File: src/rtl/mips_muldiv_hilo_if.sv
// mips_muldiv_hilo_if: issue/result bundle between control path and the HI/LO mul/div unit
interface mips_muldiv_hilo_if #(parameter int WIDTH = 32);
    logic             start;
    logic [2:0]       op;
    logic [WIDTH-1:0] a;
    logic [WIDTH-1:0] b;
    logic             busy;
    logic             done;
    logic [WIDTH-1:0] hi;
    logic [WIDTH-1:0] lo;
    modport master (output start, op, a, b, input busy, done, hi, lo);
    modport slave (input start, op, a, b, output busy, done, hi, lo);
endinterface

File: src/rtl/mips_muldiv_hilo.sv
// mips_muldiv_hilo: iterative 32-cycle shift-add multiply / restoring divide with HI/LO registers
module mips_muldiv_hilo #(parameter int WIDTH = 32) (
    input logic clk,
    input logic reset,
    mips_muldiv_hilo_if.slave bus
);
    localparam int CW = $clog2(WIDTH);
    typedef enum logic [1:0] {IDLE, RUN, FIX} state_t;
    state_t r_state, w_next;
    logic [CW-1:0] r_cnt;
    logic [2*WIDTH-1:0] r_acc, w_acc, w_prod;
    logic [WIDTH-1:0] r_a, r_b, r_hi, r_lo, w_absa, w_absb, w_q, w_r;
    logic [WIDTH:0] w_sum, w_diff;
    logic r_div, r_neg, r_sa, r_bz, r_done, w_go, w_signed, w_idle;
    assign w_idle = r_state == IDLE;
    assign w_go = w_idle && bus.start && !bus.op[2];
    assign w_signed = !bus.op[0];
    assign w_absa = (w_signed && bus.a[WIDTH-1]) ? -bus.a : bus.a;
    assign w_absb = (w_signed && bus.b[WIDTH-1]) ? -bus.b : bus.b;
    // Multiply keeps {partial product, remaining multiplier}; divide keeps {remainder, dividend/quotient}
    assign w_sum = {1'b0, r_acc[2*WIDTH-1:WIDTH]} + (r_acc[0] ? {1'b0, r_b} : {(WIDTH+1){1'b0}});
    assign w_diff = r_acc[2*WIDTH-2:WIDTH-1] - {1'b0, r_b};
    assign w_acc = r_div ? (w_diff[WIDTH] ? {r_acc[2*WIDTH-2:0], 1'b0}
                                          : {w_diff[WIDTH-1:0], r_acc[WIDTH-2:0], 1'b1})
                         : {w_sum, r_acc[WIDTH-1:1]};
    assign w_prod = r_neg ? -r_acc : r_acc;
    assign w_q = r_neg ? -r_acc[WIDTH-1:0] : r_acc[WIDTH-1:0];
    assign w_r = r_sa ? -r_acc[2*WIDTH-1:WIDTH] : r_acc[2*WIDTH-1:WIDTH];
    always_comb begin
        w_next = r_state;
        w_next = w_idle ? (w_go ? RUN : IDLE)
               : r_state == RUN ? (r_cnt == CW'(WIDTH-1) ? FIX : RUN)
               : IDLE;
    end
    always_ff @(posedge clk or posedge reset) begin
        if (reset) r_state <= IDLE;
        else r_state <= w_next;
    end
    always_ff @(posedge clk or posedge reset) begin
        if (reset) begin
            r_cnt <= '0;
            r_acc <= '0;
            r_a <= '0;
            r_b <= '0;
            r_hi <= '0;
            r_lo <= '0;
            r_div <= 1'b0;
            r_neg <= 1'b0;
            r_sa <= 1'b0;
            r_bz <= 1'b0;
            r_done <= 1'b0;
        end else begin
            r_done <= r_state == FIX;
            if (w_go) begin
                r_acc <= {{WIDTH{1'b0}}, w_absa};
                r_b <= w_absb;
                r_a <= bus.a;
                r_div <= bus.op[1];
                r_neg <= w_signed && (bus.a[WIDTH-1] ^ bus.b[WIDTH-1]);
                r_sa <= w_signed && bus.a[WIDTH-1];
                r_bz <= bus.b == '0;
                r_cnt <= '0;
            end
            if (r_state == RUN) begin
                r_acc <= w_acc;
                r_cnt <= r_cnt + 1'b1;
            end
            if (w_idle && bus.start && bus.op == 3'd4) r_hi <= bus.a;
            if (w_idle && bus.start && bus.op == 3'd5) r_lo <= bus.a;
            if (r_state == FIX) begin
                r_hi <= r_div ? (r_bz ? r_a : w_r) : w_prod[2*WIDTH-1:WIDTH];
                r_lo <= r_div ? (r_bz ? {WIDTH{1'b1}} : w_q) : w_prod[WIDTH-1:0];
            end
        end
    end
    assign bus.busy = !w_idle;
    assign bus.done = r_done;
    assign bus.hi = r_hi;
    assign bus.lo = r_lo;
endmodule

File: src/flat_wrapper.sv
// flat-port wrapper written by rule: the top's interface ports become plain ports
module mips_muldiv_hilo_flat 
#(parameter int WIDTH = 32)
  (clk, reset, bus_start, bus_op, bus_a, bus_b, bus_busy, bus_done, bus_hi, bus_lo);
  mips_muldiv_hilo_if #(.WIDTH(WIDTH)) bus_i ();
  input logic clk;
  input logic reset;
  input wire logic [$bits(bus_i.start)-1:0] bus_start;
  input wire logic [$bits(bus_i.op)-1:0] bus_op;
  input wire logic [$bits(bus_i.a)-1:0] bus_a;
  input wire logic [$bits(bus_i.b)-1:0] bus_b;
  output wire logic [$bits(bus_i.busy)-1:0] bus_busy;
  output wire logic [$bits(bus_i.done)-1:0] bus_done;
  output wire logic [$bits(bus_i.hi)-1:0] bus_hi;
  output wire logic [$bits(bus_i.lo)-1:0] bus_lo;
  assign bus_i.start = bus_start;
  assign bus_i.op = bus_op;
  assign bus_i.a = bus_a;
  assign bus_i.b = bus_b;
  assign bus_busy = bus_i.busy;
  assign bus_done = bus_i.done;
  assign bus_hi = bus_i.hi;
  assign bus_lo = bus_i.lo;
  mips_muldiv_hilo #(.WIDTH(WIDTH)) u_core (.clk(clk), .reset(reset), .bus(bus_i));
endmodule
File: config.mk
export PLATFORM = sky130hd
export DESIGN_NAME = mips_muldiv_hilo_flat
export DESIGN_NICKNAME = d
export VERILOG_FILES = /design/src/rtl/mips_muldiv_hilo_if.sv /design/src/rtl/mips_muldiv_hilo.sv /design/src/flat_wrapper.sv
export SDC_FILE = /design/constraint.sdc
export NUM_CORES = 1
export LEC_CHECK = 0
export ABC_AREA = 1
export CORE_UTILIZATION = 60
export CTS_CLUSTER_DIAMETER = 60
export DETAILED_ROUTE_END_ITERATION = 12
export DONT_BUFFER_PORTS = 1
export HOLD_SLACK_MARGIN = 0.12
export PLACE_DENSITY_LB_ADDON = 0.3
export REMOVE_ABC_BUFFERS = 1
export SYNTH_ARGS = -nofsm -noshare
export SYNTH_HDL_FRONTEND = slang
export SYNTH_SLANG_ARGS = --single-unit
File: constraint.sdc
create_clock -name clk -period 9.56 [get_ports clk]
set_clock_uncertainty 0.2 [all_clocks]
set_input_delay 2.868 -clock clk [delete_from_list [all_inputs] [get_ports clk]]
set_output_delay 2.868 -clock clk [all_outputs]
set_load 0.01 [all_outputs]
==> results of run 1 <==
[path summary, 6_finish.rpt]
| path | slack [ps] | end |
|---|---|---|
| min in group asynchronous | 2010 | u_core.bus.lo[5]$_DFFE_PP0P_ |
| max in group asynchronous | 5780 | u_core.r_b[24]$_DFFE_PP0P_ |
| max reg2reg | 6020 | u_core.bus.hi[10]$_DFFE_PP0P_ |
| min | 290 | u_core.r_a[8]$_DFFE_PP0P_ |
| min reg2reg | 290 | u_core.r_a[8]$_DFFE_PP0P_ |
| max | 4980 | u_core.r_acc[9]$_DFFE_PP0P_ |
[Yosys cell counts, types with 8 or more instances]
cell	instances	area (um^2)
a21oi_1	165	825.8
a31oi_1	14	87.58
buf_1	17	63.81
buf_2	28	140.1
clkbuf_1	68	255.2
dfrtp_1	204	5105
ha_1	71	888.4
inv_1	491	1843
inv_2	19	71.32
nand2_1	1184	4444
nand2_2	14	87.58
nand3_1	258	1291
nand3b_1	11	82.58
nand4_1	25	156.4
nor2_1	315	1182
nor2_2	15	93.84
nor3_1	28	140.1
o211ai_1	39	292.8
o21ai_0	229	1146
o21ai_1	43	215.2
o21ai_2	8	70.07
o21bai_1	16	120.1
xnor2_1	8	70.07
xor2_1	57	499.2
[layout make-up]
class / count / area [um^2] / share of cell area, %
Clock buffer: 39 / 835.8 / 3.971
Clock inverter: 16 / 152.6 / 0.7253
Inverter: 516 / 1947 / 9.251
Multi-Input combinational cell: 2559 / 12270 / 58.29
Sequential cell: 204 / 5110 / 24.28
Tap cell: 442 / 553.0 / 2.628
Timing Repair Buffer: 24 / 180.2 / 0.8561
[power by group through the flow]
stage,Combinational (W),Sequential (W),Clock [W]
finish,0.00574,0.00194,0.00112
global placement,0.00541,0.00189,0
global route,0.00642,0.00197,0.00116
detailed placement,0.00555,0.00191,0
floorplan,0.00406,0.00174,0
CTS,0.00560,0.00190,0.00112
[cells in the final DEF, fill, tap and decap left out, types with 5 or more instances in the layout]
| cell type | Yosys | routed |
|---|---|---|
| nand3b_1 | 11 | 11 |
| or2_2 | 5 | 5 |
| clkbuf_16 | 0 | 31 |
| buf_4 | 0 | 24 |
| inv_1 | 491 | 488 |
| o21ai_2 | 8 | 8 |
| o211ai_1 | 39 | 39 |
| xor2_1 | 57 | 57 |
| xnor2_1 | 8 | 8 |
| o21bai_1 | 16 | 16 |
| nand2_2 | 14 | 15 |
| nor3_1 | 28 | 28 |
| nor2_1 | 315 | 311 |
| nand4_1 | 25 | 25 |
| clkinv_2 | 1 | 6 |
| clkbuf_1 | 68 | 5 |
| a21oi_1 | 165 | 165 |
| o21ai_0 | 229 | 229 |
| ha_1 | 71 | 71 |
| nor2_4 | 6 | 7 |
| nand2_1 | 1184 | 1183 |
| nor4_1 | 5 | 5 |
| a31oi_1 | 14 | 14 |
| inv_2 | 19 | 20 |
| o21ai_1 | 43 | 43 |
| nor2_2 | 15 | 18 |
| nand3_1 | 258 | 258 |
| dfrtp_1 | 204 | 202 |
| clkinv_1 | 5 | 5 |
[layer usage]
layer	global-route usage, %	vias up	part of all wire, %
met3	8.360	307	10
li1	-	10608	-
met1	52.50	10282	36
met2	75.24	1319	46
met4	30.43	0	7.2
met5	0	-	0
[worst register-to-register path: stages (launching register included)]
cell and delay, ps:
dfrtp_4 830, clkinv_2 640, buf_4 610, nor2_1 640
a21oi_1 130, o21ai_0 200, o211ai_1 150
[state kept, by name, indices dropped and copies added, names as in the netlist]
register,cells
u_core.r_acc,64
u_core.bus.hi,32
u_core.bus.done,1
u_core.r_sa,1
u_core.r_cnt,5
u_core.r_bz,1
u_core.r_a,32
u_core.r_neg,1
u_core.r_b,32
u_core.bus.lo,32
u_core.r_div,1
u_core.r_state,2
[through the flow]
step / cells / util, % / setup slack (ps)
detailed placement: 3745 / 61.64 / 4480
floorplan: 3279 / - / 924.6
CTS: 3800 / 64.68 / 5075
global route: 3800 / 64.68 / 4940
global placement: 3745 / 61.64 / 4541
finish: 3800 / 64.68 / 4983
[logic make-up after synthesis]
| logic type | count (synthesis) | share of synthesized area (%) |
|---|---|---|
| and+or+nand+nor | 1883 | 39.36 |
| buffers and inverters | 636 | 12.46 |
| AOI/OAI and AO/OA | 538 | 14.88 |
| DFF | 204 | 25.75 |
| adders and majority gates | 73 | 4.683 |
| xor gates and xnor gates | 65 | 2.872 |
==> metrics.cfg, run 1 <==
[status]
status=finished, final reports clean

[layout]
final_nets=3478
fillers=3122
n_antenna_cell=0
final_area_um2=21050
area_delta_synth_final_pct=6.160
drive_gt1_share_pct=4.914

[power]
irDropWorstVdd_mv=0.2759
switching_power_w=0.005016
clockPowerShare_pct=12.8
comb_power_share_pct=65.2
cellLeakagePower_nw=11.36
power_density_nw_per_um2=418.0
power_w=0.008796
pwr-share-seq_pct=22.0
p_int_w=0.003781
switching_share_pct=57.02

[timing]
fin_crit_sh_pct=47.87
setup_viol=0
slew_violations=0
worst_pin_slew_ps=1310
setup_tns_ps=0
max_freq_mhz=218.5
holdWs_ps=289.1
rsz0062_at_grt=no
min_period_ps=4577
hold_viol=0
slew_headroom_pct=12.58

[yosys]
synth_ff_type=dfrtp_1
yosysWarnings=0
ys_seq_elements=204
syn_area_per_cell_um2=5.832
postSynthCellCount=3399
syn_area_um2=19820
seq_area_frac_synth_pct=25.75
synthArstFlopShare_pct=100.0
synth_edf_count=0
yosysUniqueCellTypes=51

[routing]
post_drt_wl_per_cell_um=19.99
drt_pass1_iterations=8
vias_per_cell=5.925
drt-total-wl_um=75980
vias=22516
drc=0
drtIter0Drc=2552
ant_nets=0

[worst_setup_path]
worstSetupPathType=in2reg
cp_num_buf_inv=3
path_cells=inv_1 > nor2_4 > buf_4 > clkinv_1 > a21oi_1 > xor2_1 > a21oi_1 > o21bai_1
crit_top_cell=a21oi_1
worst_setup_path_end_kind=flop
cp.depth=8
required_ps=9810
r2r_start=u_core.r_div$_DFFE_PP0P_
cp-startpoint=bus_a[31]
cp_max_fo=34
arrival_ps=4830
slowest_stage=clkinv_1
crit_family=buffers and inverters
cpPeakStageDelay_ps=620
critPathLaunchType=input pin
reg2reg_depth=6

[floorplan]
fp.dieW_um=183.8
fp-row-count=66
initial_core_util_pct=60.93
die_y_um=183.8
io_pins=136
core_area_um2=32540
dieArea_um2=33770

[global_routing]
grt_pass1_vias=21559
gr-total-overflow=0
grt_usage_pct=45.03
grt_antenna_before_repair=0
grt_first_pass_wirelength_um=117300
grt_max_degree=96

[clocking]
cts_tree=built
clockBufferDepth=3
post_cts_buffers=0
post_cts_resized=0
worstSkewPairLatency_ps=590
cts_made_buffers=30
cts_hold_buf=0
htreeDepth=1
path_clk_slew_ps=60
cts-root-buf=clkbuf_16
cts_sinks=204

[place]
postPlaceCellArea_um2=20060
place_hpwl_um=56900
portBuffers=0
gp_congestion=1.094

[worst_hold_path]
worstHoldPathCells=2
worstHoldStart=u_core.r_a[8]$_DFFE_PP0P_
hold_path_class=reg2reg

[job]
max_cap_violations=0

Note: power is estimated with default switching activity, not from simulation.
==> run 2, diff against run 1 <==
==> constraint.sdc (replaced) <==
create_clock -name clk -period 3.8 [get_ports clk]
set_clock_uncertainty 0.2 [all_clocks]
set_input_delay 1.14 -clock clk [delete_from_list [all_inputs] [get_ports clk]]
set_output_delay 1.14 -clock clk [all_outputs]
set_load 0.01 [all_outputs]
==> run 2 against run 1 <==
Non-clock buffer count increased by 20. Via count increased by 0.36%. Register-to-register slack got worse by 5300 ps. Power increased to 2.5 times the previous value. Clock power increased to 2.6 times the previous value. Critical path depth increased by 7. Combinational power increased to 2.6 times the previous value. Die area unchanged. First-iteration DRC count decreased by 6.5%. Sequential share of layout area decreased by 0.27 points. Utilization increased by 0.70 points. Flip-flop and latch count unchanged.
==> metrics.cfg, run 2 (same netlist as run 1, synthesis figures left out) <==
[global_routing]
grt_first_pass_wirelength_um=117200  ; was 117,300 um
grt_usage_pct=45.03  ; about the same
grt_max_degree=77  ; was 96
gr-total-overflow=0  ; unchanged
grt_antenna_before_repair=0  ; unchanged
grt_pass1_vias=21664  ; was 21,559

[timing]
max_freq_mhz=324.8
worst_pin_slew_ps=905.8  ; was 1310 ps
min_period_ps=3079
fin_crit_sh_pct=81.02
rsz0062_at_grt=no  ; unchanged
setup_viol=0  ; unchanged
slew_headroom_pct=39.24  ; was 12.58%
hold_viol=0  ; unchanged
slew_violations=0  ; unchanged

[worst_setup_path]
cp_max_fo=31  ; was 34
worst_setup_path_end_kind=flop  ; unchanged
cp_num_buf_inv=2  ; was 3
crit_family=simple AND/OR/NAND/NOR gates  ; was buffers and inverters
path_cells=buf_4 > nand2_1 > fa_1 > inv_1 > nand3_1 > nand3_1 > nand2_1 > nand3_1 > nand2_1 > nand3_1 > nand2_1 > nor2_1 > nor2_1 > nand2_1 > nand2_1  ; was inv_1 > nor2_4 > buf_4 > clkinv_1 > a21oi_1 > xor2_1 > a21oi_1 > o21bai_1
cpPeakStageDelay_ps=450  ; was 620 ps
r2r_start=u_core.r_acc[0]$_DFFE_PP0P_  ; was u_core.r_div$_DFFE_PP0P_
cp-startpoint=u_core.r_acc[0]$_DFFE_PP0P_  ; was bus_a[31]
required_ps=4080  ; was 9810 ps
worstSetupPathType=reg2reg  ; was in2reg
crit_top_cell=nand2_1  ; was a21oi_1
slowest_stage=dfrtp_1  ; was clkinv_1
arrival_ps=3360  ; was 4830 ps
critPathLaunchType=flop  ; was input pin

[power]
irDropWorstVdd_mv=0.7278  ; was 0.2759 mV
cellLeakagePower_nw=11.47  ; was 11.36 nW
power_w=0.02232  ; was 0.008796 W
switching_power_w=0.01259  ; was 0.005016 W
pwr-share-seq_pct=21.1  ; was 22.0%
comb_power_share_pct=66.0  ; was 65.2%
power_density_nw_per_um2=1049  ; was 418.0 nW/um^2
p_int_w=0.009729  ; was 0.003781 W
clockPowerShare_pct=12.8  ; about the same
switching_share_pct=56.41  ; was 57.02%

[floorplan]
die_y_um=183.8  ; unchanged
core_area_um2=32540  ; unchanged
io_pins=136  ; unchanged
dieArea_um2=33770  ; unchanged
fp.dieW_um=183.8  ; unchanged
fp-row-count=66  ; unchanged
initial_core_util_pct=60.93  ; unchanged

[clocking]
cts_made_buffers=29  ; was 30
post_cts_buffers=0  ; unchanged
path_clk_slew_ps=60  ; about the same
cts_tree=built  ; unchanged
post_cts_resized=0  ; unchanged
cts_hold_buf=0  ; unchanged
htreeDepth=1  ; unchanged
cts_sinks=204  ; unchanged
cts-root-buf=clkbuf_16  ; unchanged
worstSkewPairLatency_ps=590  ; about the same
clockBufferDepth=3  ; unchanged

[routing]
post_drt_wl_per_cell_um=19.77  ; was 19.99 um
drc=0  ; unchanged
vias_per_cell=5.919  ; was 5.925
drtIter0Drc=2386  ; was 2,552
ant_nets=0  ; unchanged
vias=22598  ; was 22,516
drt-total-wl_um=75500  ; was 75,980 um
drt_pass1_iterations=8  ; unchanged

[place]
gp_congestion=1.063  ; was 1.094
postPlaceCellArea_um2=20280  ; was 20,060 um^2
place_hpwl_um=57300  ; was 56,900 um
portBuffers=0  ; unchanged

[worst_hold_path]
hold_path_class=in2async  ; was reg2reg

[layout]
final_common_cell=nand2_1  ; unchanged
drive_gt1_share_pct=5.361  ; was 4.914%
largest_reg_flops=64  ; unchanged
final_nets=3497  ; was 3,478
area_delta_synth_final_pct=7.303  ; was 6.160%
regMostFlops=u_core.r_acc  ; unchanged
final_area_um2=21270  ; was 21,050 um^2
final_cell_mix=1,183 x nand2_1, 489 x inv_1, 311 x nor2_1  ; was 1,183 x nand2_1, 488 x inv_1, 311 x nor2_1
n_antenna_cell=0  ; unchanged

[job]
max_cap_violations=0  ; unchanged

[status]
status=finished, final reports clean  ; unchanged

## run 2: changes by cell type in the layout (fill, tap and decap cells not counted), moves of 2 or more
cell,delta
buf_4,+14
buf_12,+6
clkinv_2,-3
bufinv_16,+2
clkbuf_16,-2
clkbuf_8,+2
clkinvlp_4,+2
inv_6,-2
## run 2: through the flow
stage / TNS, ps / setup slack [ps] / utilization, % / hold slack, ps / instances
2_1_floorplan: -666470 / -3107 / - / 236.7 / 3279
3_3_place_gp: 0 / 652.5 / 62.33 / 259.9 / 3765
3_5_place_dp: 0 / 597.3 / 62.33 / 261.4 / 3765
4_1_cts: 0 / 843.7 / 65.38 / 278.1 / 3818
5_1_grt: 0 / 476.8 / 65.38 / 312.3 / 3818
6_report: 0 / 721.2 / 65.38 / 270.8 / 3818
## run 2: layer usage
| metal | vias to the layer above | track usage [%] | wire length [um] |
|---|---|---|---|
| met5 | - | 0 | 0 |
| met4 | 0 | 33.07 | 6142 |
| met3 | 344 | 8.142 | 7436 |
| met2 | 1370 | 75.02 | 34710 |
| met1 | 10232 | 51.84 | 27210 |
| li1 | 10652 | - | - |
## run 2: final timing paths
kind,to,slack [ps],depth (start not counted)
setup / recovery,u_core.r_acc[59]$_DFFE_PP0P_,720,15
hold / removal,u_core.bus.lo[7]$_DFFE_PP0P_,270,1
setup reg to reg,u_core.r_acc[59]$_DFFE_PP0P_,720,15
hold reg to reg,u_core.r_a[8]$_DFFE_PP0P_,280,2
max in group asynchronous,u_core.r_b[16]$_DFFE_PP0P_,2360,2
min in group clk,u_core.r_a[8]$_DFFE_PP0P_,280,2
## run 2: cell type report
class | instances | area, um^2
Multi-Input combinational cell | 2559 | 12270
Fill cell | 3138 | 11260
Sequential cell | 204 | 5107
Inverter | 516 | 1947
Clock buffer | 40 | 817.0
Tap cell | 442 | 553.0
Timing Repair Buffer | 44 | 405.4
Clock inverter | 13 | 175.2
## run 2: power groups by stage
stage                     Combinational (W)  Sequential [W]  Clock (W)
after floorplan                      0.0102         0.00439          0
after global placement               0.0139         0.00462          0
after detailed placement             0.0143         0.00466          0
after CTS                            0.0144         0.00464    0.00285
after global routing                 0.0165         0.00481    0.00295
final                                0.0147         0.00472    0.00286
